$ cat src/rtl/id_stage.sv
// RV32I decode stage: instruction decode, 32x32 register file with write-through
// bypass, load-use hazard detection and the registered ID/EX bundle.
module id_stage #(
  parameter logic [31:0] RESET_PC = 32'h00000000
) (
  input  logic        clk_i,
  input  logic        rst_i,
  input  logic [31:0] pc_i,
  input  logic [31:0] instr_i,
  input  logic        valid_i,
  input  logic        flush_i,
  input  logic        hold_i,
  input  logic [4:0]  ex_rd_i,
  input  logic        ex_mem_read_i,
  input  logic        wb_we_i,
  input  logic [4:0]  wb_rd_i,
  input  logic [31:0] wb_data_i,
  output logic        stall_o,
  output logic        valid_o,
  output logic [31:0] pc_o,
  output logic [4:0]  rs1_o,
  output logic [4:0]  rs2_o,
  output logic [4:0]  rd_o,
  output logic [31:0] rs1_data_o,
  output logic [31:0] rs2_data_o,
  output logic [31:0] imm_o,
  output logic [3:0]  alu_op_o,
  output logic        alu_a_pc_o,
  output logic        alu_b_imm_o,
  output logic        mem_read_o,
  output logic        mem_write_o,
  output logic [2:0]  mem_funct3_o,
  output logic        reg_write_o,
  output logic [1:0]  wb_sel_o,
  output logic        branch_o,
  output logic        jal_o,
  output logic        jalr_o,
  output logic        illegal_o
);

  localparam logic [6:0] OPC_LUI    = 7'b0110111;
  localparam logic [6:0] OPC_AUIPC  = 7'b0010111;
  localparam logic [6:0] OPC_JAL    = 7'b1101111;
  localparam logic [6:0] OPC_JALR   = 7'b1100111;
  localparam logic [6:0] OPC_BRANCH = 7'b1100011;
  localparam logic [6:0] OPC_LOAD   = 7'b0000011;
  localparam logic [6:0] OPC_STORE  = 7'b0100011;
  localparam logic [6:0] OPC_OPIMM  = 7'b0010011;
  localparam logic [6:0] OPC_OP     = 7'b0110011;
  localparam logic [6:0] OPC_FENCE  = 7'b0001111;
  localparam logic [6:0] OPC_SYSTEM = 7'b1110011;

  localparam logic [3:0] ALU_ADD = 4'd0, ALU_SUB = 4'd1, ALU_SLL = 4'd2, ALU_SLT = 4'd3;
  localparam logic [3:0] ALU_SLTU = 4'd4, ALU_XOR = 4'd5, ALU_SRL = 4'd6, ALU_SRA = 4'd7;
  localparam logic [3:0] ALU_OR = 4'd8, ALU_AND = 4'd9, ALU_PASSB = 4'd10;

  typedef struct packed {
    logic [3:0] alu_op;
    logic       alu_a_pc;
    logic       alu_b_imm;
    logic       mem_read;
    logic       mem_write;
    logic [2:0] mem_funct3;
    logic       reg_write;
    logic [1:0] wb_sel;
    logic       branch;
    logic       jal;
    logic       jalr;
    logic       illegal;
  } ctrl_t;

  // alt selects SUB/SRA; callers gate it so ADDI with a negative imm stays ADD
  function automatic logic [3:0] alu_fn(input logic [2:0] f3, input logic alt);
    case (f3)
      3'b000:  alu_fn = alt ? ALU_SUB : ALU_ADD;
      3'b001:  alu_fn = ALU_SLL;
      3'b010:  alu_fn = ALU_SLT;
      3'b011:  alu_fn = ALU_SLTU;
      3'b100:  alu_fn = ALU_XOR;
      3'b101:  alu_fn = alt ? ALU_SRA : ALU_SRL;
      3'b110:  alu_fn = ALU_OR;
      default: alu_fn = ALU_AND;
    endcase
  endfunction

  logic [31:0] regs [32];

  logic [6:0]  opcode;
  logic [2:0]  funct3;
  logic        f7b5;
  logic [4:0]  rs1, rs2, rd;
  logic signed [31:0] imm_i, imm_s, imm_b, imm_u, imm_j, imm;
  ctrl_t       dec, ctrl_q;
  logic        rs1_used, rs2_used, load_use;
  logic [31:0] rs1_data, rs2_data;

  assign opcode = instr_i[6:0];
  assign funct3 = instr_i[14:12];
  assign f7b5   = instr_i[30];
  assign rs1    = instr_i[19:15];
  assign rs2    = instr_i[24:20];
  assign rd     = instr_i[11:7];

  assign imm_i = {{20{instr_i[31]}}, instr_i[31:20]};
  assign imm_s = {{20{instr_i[31]}}, instr_i[31:25], instr_i[11:7]};
  assign imm_b = {{19{instr_i[31]}}, instr_i[31], instr_i[7], instr_i[30:25], instr_i[11:8], 1'b0};
  assign imm_u = {instr_i[31:12], 12'h000};
  assign imm_j = {{11{instr_i[31]}}, instr_i[31], instr_i[19:12], instr_i[20], instr_i[30:21], 1'b0};

  always_comb begin
    dec      = '0;
    imm      = '0;
    rs1_used = 1'b1;
    rs2_used = 1'b0;
    case (opcode)
      OPC_LUI:    begin dec.alu_op = ALU_PASSB; dec.alu_b_imm = 1'b1; dec.reg_write = 1'b1;
                        imm = imm_u; rs1_used = 1'b0; end
      OPC_AUIPC:  begin dec.alu_a_pc = 1'b1; dec.alu_b_imm = 1'b1; dec.reg_write = 1'b1;
                        imm = imm_u; rs1_used = 1'b0; end
      OPC_JAL:    begin dec.alu_a_pc = 1'b1; dec.alu_b_imm = 1'b1; dec.reg_write = 1'b1;
                        dec.wb_sel = 2'd2; dec.jal = 1'b1; imm = imm_j; rs1_used = 1'b0; end
      OPC_JALR:   begin dec.alu_b_imm = 1'b1; dec.reg_write = 1'b1; dec.wb_sel = 2'd2;
                        dec.jalr = 1'b1; imm = imm_i; end
      OPC_BRANCH: begin dec.alu_op = ALU_SUB; dec.branch = 1'b1; dec.mem_funct3 = funct3;
                        imm = imm_b; rs2_used = 1'b1; end
      OPC_LOAD:   begin dec.alu_b_imm = 1'b1; dec.mem_read = 1'b1; dec.mem_funct3 = funct3;
                        dec.reg_write = 1'b1; dec.wb_sel = 2'd1; imm = imm_i; end
      OPC_STORE:  begin dec.alu_b_imm = 1'b1; dec.mem_write = 1'b1; dec.mem_funct3 = funct3;
                        imm = imm_s; rs2_used = 1'b1; end
      OPC_OPIMM:  begin dec.alu_op = alu_fn(funct3, f7b5 && funct3 == 3'b101);
                        dec.alu_b_imm = 1'b1; dec.reg_write = 1'b1; imm = imm_i; end
      OPC_OP:     begin dec.alu_op = alu_fn(funct3, f7b5); dec.reg_write = 1'b1;
                        rs2_used = 1'b1; end
      OPC_FENCE, OPC_SYSTEM: ;
      default:    dec.illegal = 1'b1;
    endcase
  end

  always_comb begin
    rs1_data = regs[rs1];
    rs2_data = regs[rs2];
    if (wb_we_i && wb_rd_i == rs1) rs1_data = wb_data_i;
    if (wb_we_i && wb_rd_i == rs2) rs2_data = wb_data_i;
    if (rs1 == 5'd0) rs1_data = '0;
    if (rs2 == 5'd0) rs2_data = '0;
  end

  assign load_use = valid_i && ex_mem_read_i && (ex_rd_i != 5'd0) &&
                    ((rs1_used && ex_rd_i == rs1) || (rs2_used && ex_rd_i == rs2));
  assign stall_o  = !flush_i && (hold_i || load_use);

  always_ff @(posedge clk_i or posedge rst_i) begin
    if (rst_i) begin
      for (int i = 0; i < 32; i++) regs[i] <= '0;
    end else if (wb_we_i && wb_rd_i != 5'd0) begin
      regs[wb_rd_i] <= wb_data_i;
    end
  end

  // ID/EX boundary
  always_ff @(posedge clk_i or posedge rst_i) begin
    if (rst_i) begin
      valid_o    <= 1'b0;
      ctrl_q     <= '0;
      pc_o       <= RESET_PC;
      rs1_o      <= '0;
      rs2_o      <= '0;
      rd_o       <= '0;
      rs1_data_o <= '0;
      rs2_data_o <= '0;
      imm_o      <= '0;
    end else if (flush_i || (!hold_i && load_use)) begin
      valid_o <= 1'b0;
      ctrl_q  <= '0;
    end else if (!hold_i) begin
      valid_o    <= valid_i;
      ctrl_q     <= valid_i ? dec : '0;
      pc_o       <= pc_i;
      rs1_o      <= rs1;
      rs2_o      <= rs2;
      rd_o       <= rd;
      rs1_data_o <= rs1_data;
      rs2_data_o <= rs2_data;
      imm_o      <= imm;
    end
  end

  assign alu_op_o     = ctrl_q.alu_op;
  assign alu_a_pc_o   = ctrl_q.alu_a_pc;
  assign alu_b_imm_o  = ctrl_q.alu_b_imm;
  assign mem_read_o   = ctrl_q.mem_read;
  assign mem_write_o  = ctrl_q.mem_write;
  assign mem_funct3_o = ctrl_q.mem_funct3;
  assign reg_write_o  = ctrl_q.reg_write;
  assign wb_sel_o     = ctrl_q.wb_sel;
  assign branch_o     = ctrl_q.branch;
  assign jal_o        = ctrl_q.jal;
  assign jalr_o       = ctrl_q.jalr;
  assign illegal_o    = ctrl_q.illegal;

endmodule

$ cat config.mk
export PLATFORM = sky130hd
export DESIGN_NAME = id_stage
export DESIGN_NICKNAME = d
export VERILOG_FILES = /design/src/rtl/id_stage.sv
export SDC_FILE = /design/constraint.sdc
export NUM_CORES = 2
export LEC_CHECK = 0
export CORE_ASPECT_RATIO = 1.5
export CORE_MARGIN = 4
export CORE_UTILIZATION = 25
export CTS_CLUSTER_SIZE = 30
export DETAILED_ROUTE_END_ITERATION = 10
export PLACE_DENSITY = 0.43
export SKIP_CTS_REPAIR_TIMING = 1
export SLEW_MARGIN = 20
export SYNTH_ARGS = -nofsm -noshare
export SYNTH_HDL_FRONTEND = slang
export SYNTH_SLANG_ARGS = --single-unit
$ cat constraint.sdc
create_clock -name clk_i -period 100.4 [get_ports clk_i]
set_input_delay 20.08 -clock clk_i [delete_from_list [all_inputs] [get_ports clk_i]]
set_output_delay 20.08 -clock clk_i [all_outputs]
set_load 0.005 [all_outputs]
### Word-level counts from Yosys, hierarchy flattened

Index checks and enable logic that the tools add are counted.

| storage, ports and cells | value |
|---|---|
| input port bits | 113 |
| word-level logic and storage cells | 155 |
| output and inout port bits | 163 |
| register bits after elaboration | 1186 |

| cells by class | value |
|---|---|
| multiplexer cells | 39 |
| equal/unequal tests | 22 |
| bitwise operators | 5 |
| reduce and logical (&&, ||, !) cells | 33 |
| $lt $le $gt $ge | 4 |

Operators by type and width:

| operator | number |
|---|---|
| 1024-bit bitwise mux | 1 |
| 32-bit binary-select mux with 5-bit select | 2 |
| 32-bit two-way mux | 9 |
| 32-bit demux with 5-bit select | 1 |
| 32-bit one-hot mux with 5 select lines | 1 |
| 4-bit one-hot mux with 7 select lines | 2 |
| 18-bit two-way mux | 3 |
| 7-bit == test (second input constant) | 4 |
| 7-bit by 6-bit == test with 1-bit output (second input constant) | 3 |
| 5-bit == test | 4 |
| 6-bit >= comparator (second input constant) | 3 |
| 5-bit inverter with 6-bit output | 3 |
| 1-bit two-way mux | 17 |
| 4-bit one-hot mux with 4 select lines | 1 |
| 7-bit by 5-bit == test with 1-bit output (second input constant) | 2 |
| 7-bit OR reduction | 2 |
| 1-bit logical AND | 12 |
| 3-bit OR reduction | 4 |
| 11-bit OR reduction | 1 |
| 5-bit zero test | 2 |
| 5-bit nonzero test | 2 |
| 3-bit == test (second input constant) | 3 |
| 7-bit by 2-bit == test with 1-bit output (second input constant) | 1 |
| 7-bit by 4-bit == test with 1-bit output (second input constant) | 1 |
| other kinds (12) | 19 |

### Longest topological paths before layout

| depth | value |
|---|---|
| depth in word-level cells | 10 |
| depth in mapped cells | 11 |
| depth with buffers taken out | 6 |

### Worst setup path before layout

Ideal clock, no wire load.

| path | value |
|---|---|
| path type | input port to output port |
| start | in instr_i[3] |
| end | out stall_o |
| setup slack | 58.821 ns |
| data required time | 80.320 ns |
| stages | 5 |
| buffers on the path | 1 |
| arrival | 21.499 ns |
| cells stage by stage | buf_2 or3_4 or4_4 and2_1 a21oi_1 |

| between the ends | value |
|---|---|
| longest elaborated chain between the ends | 8 |
| elaborated cells between the ends (all ways) | 16 |
| those cells by class | 6 x eq/ne; 2 x mux; 8 x reduce/logical |

RTL lines:

| item | RTL line | RTL |
|---|---|---|
| start, declared | 9 | `input logic [31:0] instr_i,` |
| 7-bit == test (tied with other cells) | 115 | `case (opcode)` |
| 3-bit OR reduction (no line) | -- |  |
| 1-bit two-way mux | 115 |  |
| 1-bit logical AND | 149 | `((rs1_used && ex_rd_i == rs1) \|\| (rs2_used && ex_rd_i == rs2));` |
| 1-bit logical OR (*) | 149 |  |
| 1-bit logical AND (*) | 148 | `assign load_use = valid_i && ex_mem_read_i && (ex_rd_i != 5'd0) &&` |
| 1-bit logical OR (*) | 150 | `assign stall_o = !flush_i && (hold_i \|\| load_use);` |
| 1-bit logical AND (*) | 150 |  |
| end, declared | 18 | `output logic stall_o,` |

Every way passes the cells marked *; elsewhere a longest branch is shown, timed or not.

### Final worst setup path

| path | value |
|---|---|
| start | in instr_i[5] |
| end | out stall_o |

The elaborated chain is that of the path after synthesis.

==> reports/qor_table.md <==
| Item | This run | Unit |
|---|---|---|
| Die width | 409 | um |
| Internal | 1.02 | mW |
| Endpoint arrival time on the critical path | 23.24 | ns |
| Count of different cell masters after synthesis | 57 | - |
| Result of the run | finished clean | - |
| Pin count of the biggest net entering global routing | 153 | - |
| Crit-path max cell delay | 0.73 | ns |
| Final routed wirelength across all metal layers | 232000 | um |
| Starting DRC count in detailed routing | 2680 | - |
| Post-synthesis mux area share | 0.387 | - |
| Syn Std Cell Area | 60300 | um^2 |
| Share of power burned in registers | 0.446 | - |
| Placed Cells | 7330 | - |
| Peak supply drop | 0.0122 | mV |
| Synthesized Nets | 4293 | - |
| Dominant combinational cell family by area after synthesis | multiplexers | - |
| Depth of the most critical reg-to-reg path | 6 | - |
| Vias after detailed routing | 39400 | - |
| Proportion of netlist area held by the largest area contributor | 0.492 | - |
| Drt wl/cell | 30.7 | um |
| Most Frequent Cell on Critical Path | sky130_fd_sc_hd__clkdlybuf4s50_1 | - |
| Endpoint of the most critical register-to-register path | rs2_data_o[19] | - |
| Highest clock frequency the design can meet | 0.0231 | GHz |
| CTS tree | yes | - |
| TNS Setup | 0 | ns |
| DRC errors left | 0 | - |
| # setup viols final | 0 | - |
| Setup slack of the worst register-to-register path | 98.15 | ns |
| Number of levels the H-tree was split into | 4 | - |
| Clock Sinks | 1186 | - |
| All-layer global routing usage | 0.183 | - |
| Starting density of the core | 0.251 | - |
| Slowest cell on the critical path | sky130_fd_sc_hd__clkdlybuf4s50_1 | - |
| Antenna violations before repair | 17 | - |
| Y dimension of the die | 609 | um |
| Sequential element share of the synthesized area | 0.492 | - |
| Count of buffers inserted at the top-level ports | 275 | - |
| Count of warnings emitted by yosys | 0 | - |
| Number of synthesized register bits | 1186 | - |
| Async SR Flop Fraction | 1.00 | - |
| CP Class | primary input to output port | - |
| Cell Count, Final, Fillers Out | 7569 | - |
| Switching share of power | 0.274 | - |
| Total CTS buffers | 138 | - |
| Yosys top cell by area | sky130_fd_sc_hd__dfrtp_1 | - |
| Fraction of the core area covered by cells at the end of the flow | 0.296 | - |
| Worst setup endpoint | stall_o | - |
| Fraction of layout instances using a drive strength above 1 | 0.436 | - |
| Clock latency of the later-clocked register in the worst-skew pair | 0.81 | ns |
| Part of the power in the clock network | 0.359 | - |
| Num rows | 220 | - |
| R2R Path Start | regs[563] | - |
| # Max-Cap Violations | 0 | - |
| Antenna-violating nets left | 0 | - |
| Worst-margin pin slew | 1.14 | ns |
| Placed wire-length estimate after detailed placement | 135000 | um |
| Final worst path period need | 43.32 | ns |
| Worst Path Required | 80.32 | ns |
| Mean number of vias per cell | 5.20 | - |
| First-pass GRT wire length | 332000 | um |
| Clock-pin slew of the registers on the worst-case setup and hold paths | 0.06 | ns |
| Compound-gate portion of the synthesized area | 0.0528 | - |
| Post-synthesis to final-layout area growth | 17.7 | % |
| IO Count | 276 | - |
| Largest clock skew in the final design | 0.0484 | ns |
| Weighted congestion reported at the end of routability-driven placement | 0.766 | - |
| Hold violation count in the final report | 0 | - |
| Crit-path cells | clkdlybuf4s50_1 -> and4b_1 -> o21a_1 -> or4_1 -> and2_1 -> a21oi_1 -> clkdlybuf4s50_1 | - |
| Area fraction in and, or, nand and nor cells after synthesis | 0.0331 | - |
| Number of search-and-repair iterations in the first detailed-routing pass | 7 | - |
| Fraction of the cycle the final worst path needs | 0.431 | - |
| Full die area | 249000 | um^2 |
| Power density of the placed cells | 19.9 | nW/um^2 |
| Net count of the finished layout | 4364 | - |
| CTS Root Cell | sky130_fd_sc_hd__clkbuf_16 | - |
| Post-Synth XOR/XNOR Area | 0.00291 | - |
| Top fanout value on the critical path | 12 | - |
| Crit path launch | instr_i[5] | - |
| Maximum clock insertion buffer count | 4 | - |
| RSZ-0062 raised after global routing | false | - |
| Post-synth EDFFs | 0 | - |
| Main synth FF type | sky130_fd_sc_hd__dfrtp_1 | - |
| Overall overflow remaining after global route | 0 | - |
| Average footprint of a synthesized cell | 14.4 | um^2 |
| Area of the placeable core | 240000 | um^2 |
| Reported leakage power | 29.6 | nW |
| Kind of capture point of the worst setup path | output port | - |
| Post-layout power | 1.41 | mW |
| Layout filler cell count | 24000 | - |
| Final Max Slew Viols | 0 | - |
| Vias in the first global route | 42000 | - |
| Part of the total power dissipated in combinational logic | 0.195 | - |
| Type of origin of the critical path | primary input | - |
| Worst min-delay path class | flip-flop to flip-flop | - |
| Adder and majority gate portion of the synthesized area | 0 | - |
| Relative slew margins | 0.239 | - |
| Main area contributors after synthesis | sky130_fd_sc_hd__dfrtp_1 (49%), sky130_fd_sc_hd__mux4_2 (19%), sky130_fd_sc_hd__mux2_2 (19%), sky130_fd_sc_hd__a22oi_1 (2.3%), sky130_fd_sc_hd__clkbuf_1 (1.8%) | - |
| Cell count after synthesis | 4180 | - |
| Switching power | 0.387 | mW |
## synth_stat cells, types with 36 or more instances
library cell	instances
sky130_fd_sc_hd__a21oi_1	116
sky130_fd_sc_hd__nor2_1	74
sky130_fd_sc_hd__buf_1	83
sky130_fd_sc_hd__mux4_2	510
sky130_fd_sc_hd__nor3_1	70
sky130_fd_sc_hd__a22oi_1	187
sky130_fd_sc_hd__dfrtp_1	1186
sky130_fd_sc_hd__o21ai_0	36
sky130_fd_sc_hd__mux2_2	992
sky130_fd_sc_hd__clkbuf_1	296
sky130_fd_sc_hd__nand2_1	251
sky130_fd_sc_hd__o22ai_1	66
sky130_fd_sc_hd__buf_2	85
sky130_fd_sc_hd__mux2i_1	69
## worst min path at each step
stage                          start         end  slack, ns  cells after the start
after floorplan           regs[1000]  regs[1000]       0.44                      1
after global placement    regs[1007]  regs[1007]       0.38                      0
after detailed placement  regs[1005]  regs[1005]       0.38                      0
after CTS                 regs[1003]  regs[1003]       0.40                      0
after global routing       regs[995]   regs[995]       0.41                      0
final                     regs[1013]  regs[1013]       0.40                      0
## registers in the layout (all words and copies together), names as in the netlist, 2 cells and up
| signal | cells |
|---|---|
| alu_op_o | 4 |
| imm_o | 32 |
| mem_funct3_o | 3 |
| pc_o | 32 |
| rd_o | 5 |
| regs | 1024 |
| rs1_data_o | 32 |
| rs1_o | 5 |
| rs2_data_o | 32 |
| rs2_o | 5 |
| wb_sel_o | 2 |
## power by group through the flow
stage	combinational, mW	clock [mW]	sequential (mW)
finish	0.275	0.506	0.629
global route	0.297	0.540	0.640
CTS	0.279	0.524	0.628
detailed placement	0.278	0	0.637
global placement	0.275	0	0.635
floorplan	0.200	0	0.615
## logic make-up after synthesis
| kind of cell | count (synthesis) |
|---|---|
| compound gates | 471 |
| xor+xnor | 20 |
| buf+inv | 474 |
| mux | 1571 |
| flops | 1186 |
| simple gates | 458 |
## layout by cell type (no fill, tap or decap), drive strengths merged, types with 2 or more instances in the layout
cell type      synthesis  routed
a32o                   2       2
clkbuf               296     209
diode                  0       5
a21oi                116     116
or3b                   3       3
nand3b                 7       7
nor2                  74      74
a221o                 30      30
and3                   4       4
mux4                 510     510
xnor2                 16      16
a221oi                 5       5
o2111ai                3       3
inv                    7      10
dfrtp               1186    1186
a22oi                187     187
nor2b                  2       2
xor2                   4       4
or4                    3       3
or3                    2       2
a21boi                 2       2
clkinvlp               0       2
mux2i                 69      69
o22ai                 66      66
a22o                   9       9
nand2b                 4       4
clkdlybuf4s50          0     266
bufinv                 0       4
or2                    2       2
nand2                251     251
mux2                 992     992
clkinv                 0      16
buf                  171     132
o21ai                 37      37
and2                   6       6
nand3                 18      18
o31ai                  4       4
nor3b                  6       6
nor3                  70      70
## per-layer routing
metal  GRT usage  wire length (um)  vias to the layer above
li1            -                 -                    16100
met1       0.228             93700                    21700
met2       0.324            119000                     1186
met3      0.0284             11500                      367
met4      0.0610              7930                       16
met5           0                91                        -
## cell type report
class / count / area [um^2] / area share
Inverter: 7 / 33.8 / 0.000476
Sequential cell: 1186 / 29700 / 0.418
Multi-Input combinational cell: 2520 / 29100 / 0.409
Timing Repair Buffer: 398 / 3740 / 0.0527
Clock inverter: 25 / 249 / 0.00351
Clock buffer: 209 / 4160 / 0.0586
Antenna cell: 5 / 12.5 / 0.000176
Tap cell: 3219 / 4030 / 0.0568
## through the flow
step	hold slack (ns)	setup WS, ns	area (um^2)
2_1_floorplan	0.441	46.91	60300
3_3_place_gp	0.378	57.15	66500
3_5_place_dp	0.384	57.14	66500
4_1_cts	0.397	57.13	70900
5_1_grt	0.407	57.08	70900
6_report	0.397	57.08	71000
## critical path, delay by kind of cell
family / cells / cell delay [ns]
AND/OR/NAND/NOR: 3 / 1.33
buffers and inverters: 2 / 1.26
AO/OA/AOI/OAI: 2 / 0.55
Power figures use the tool's default switching activity.
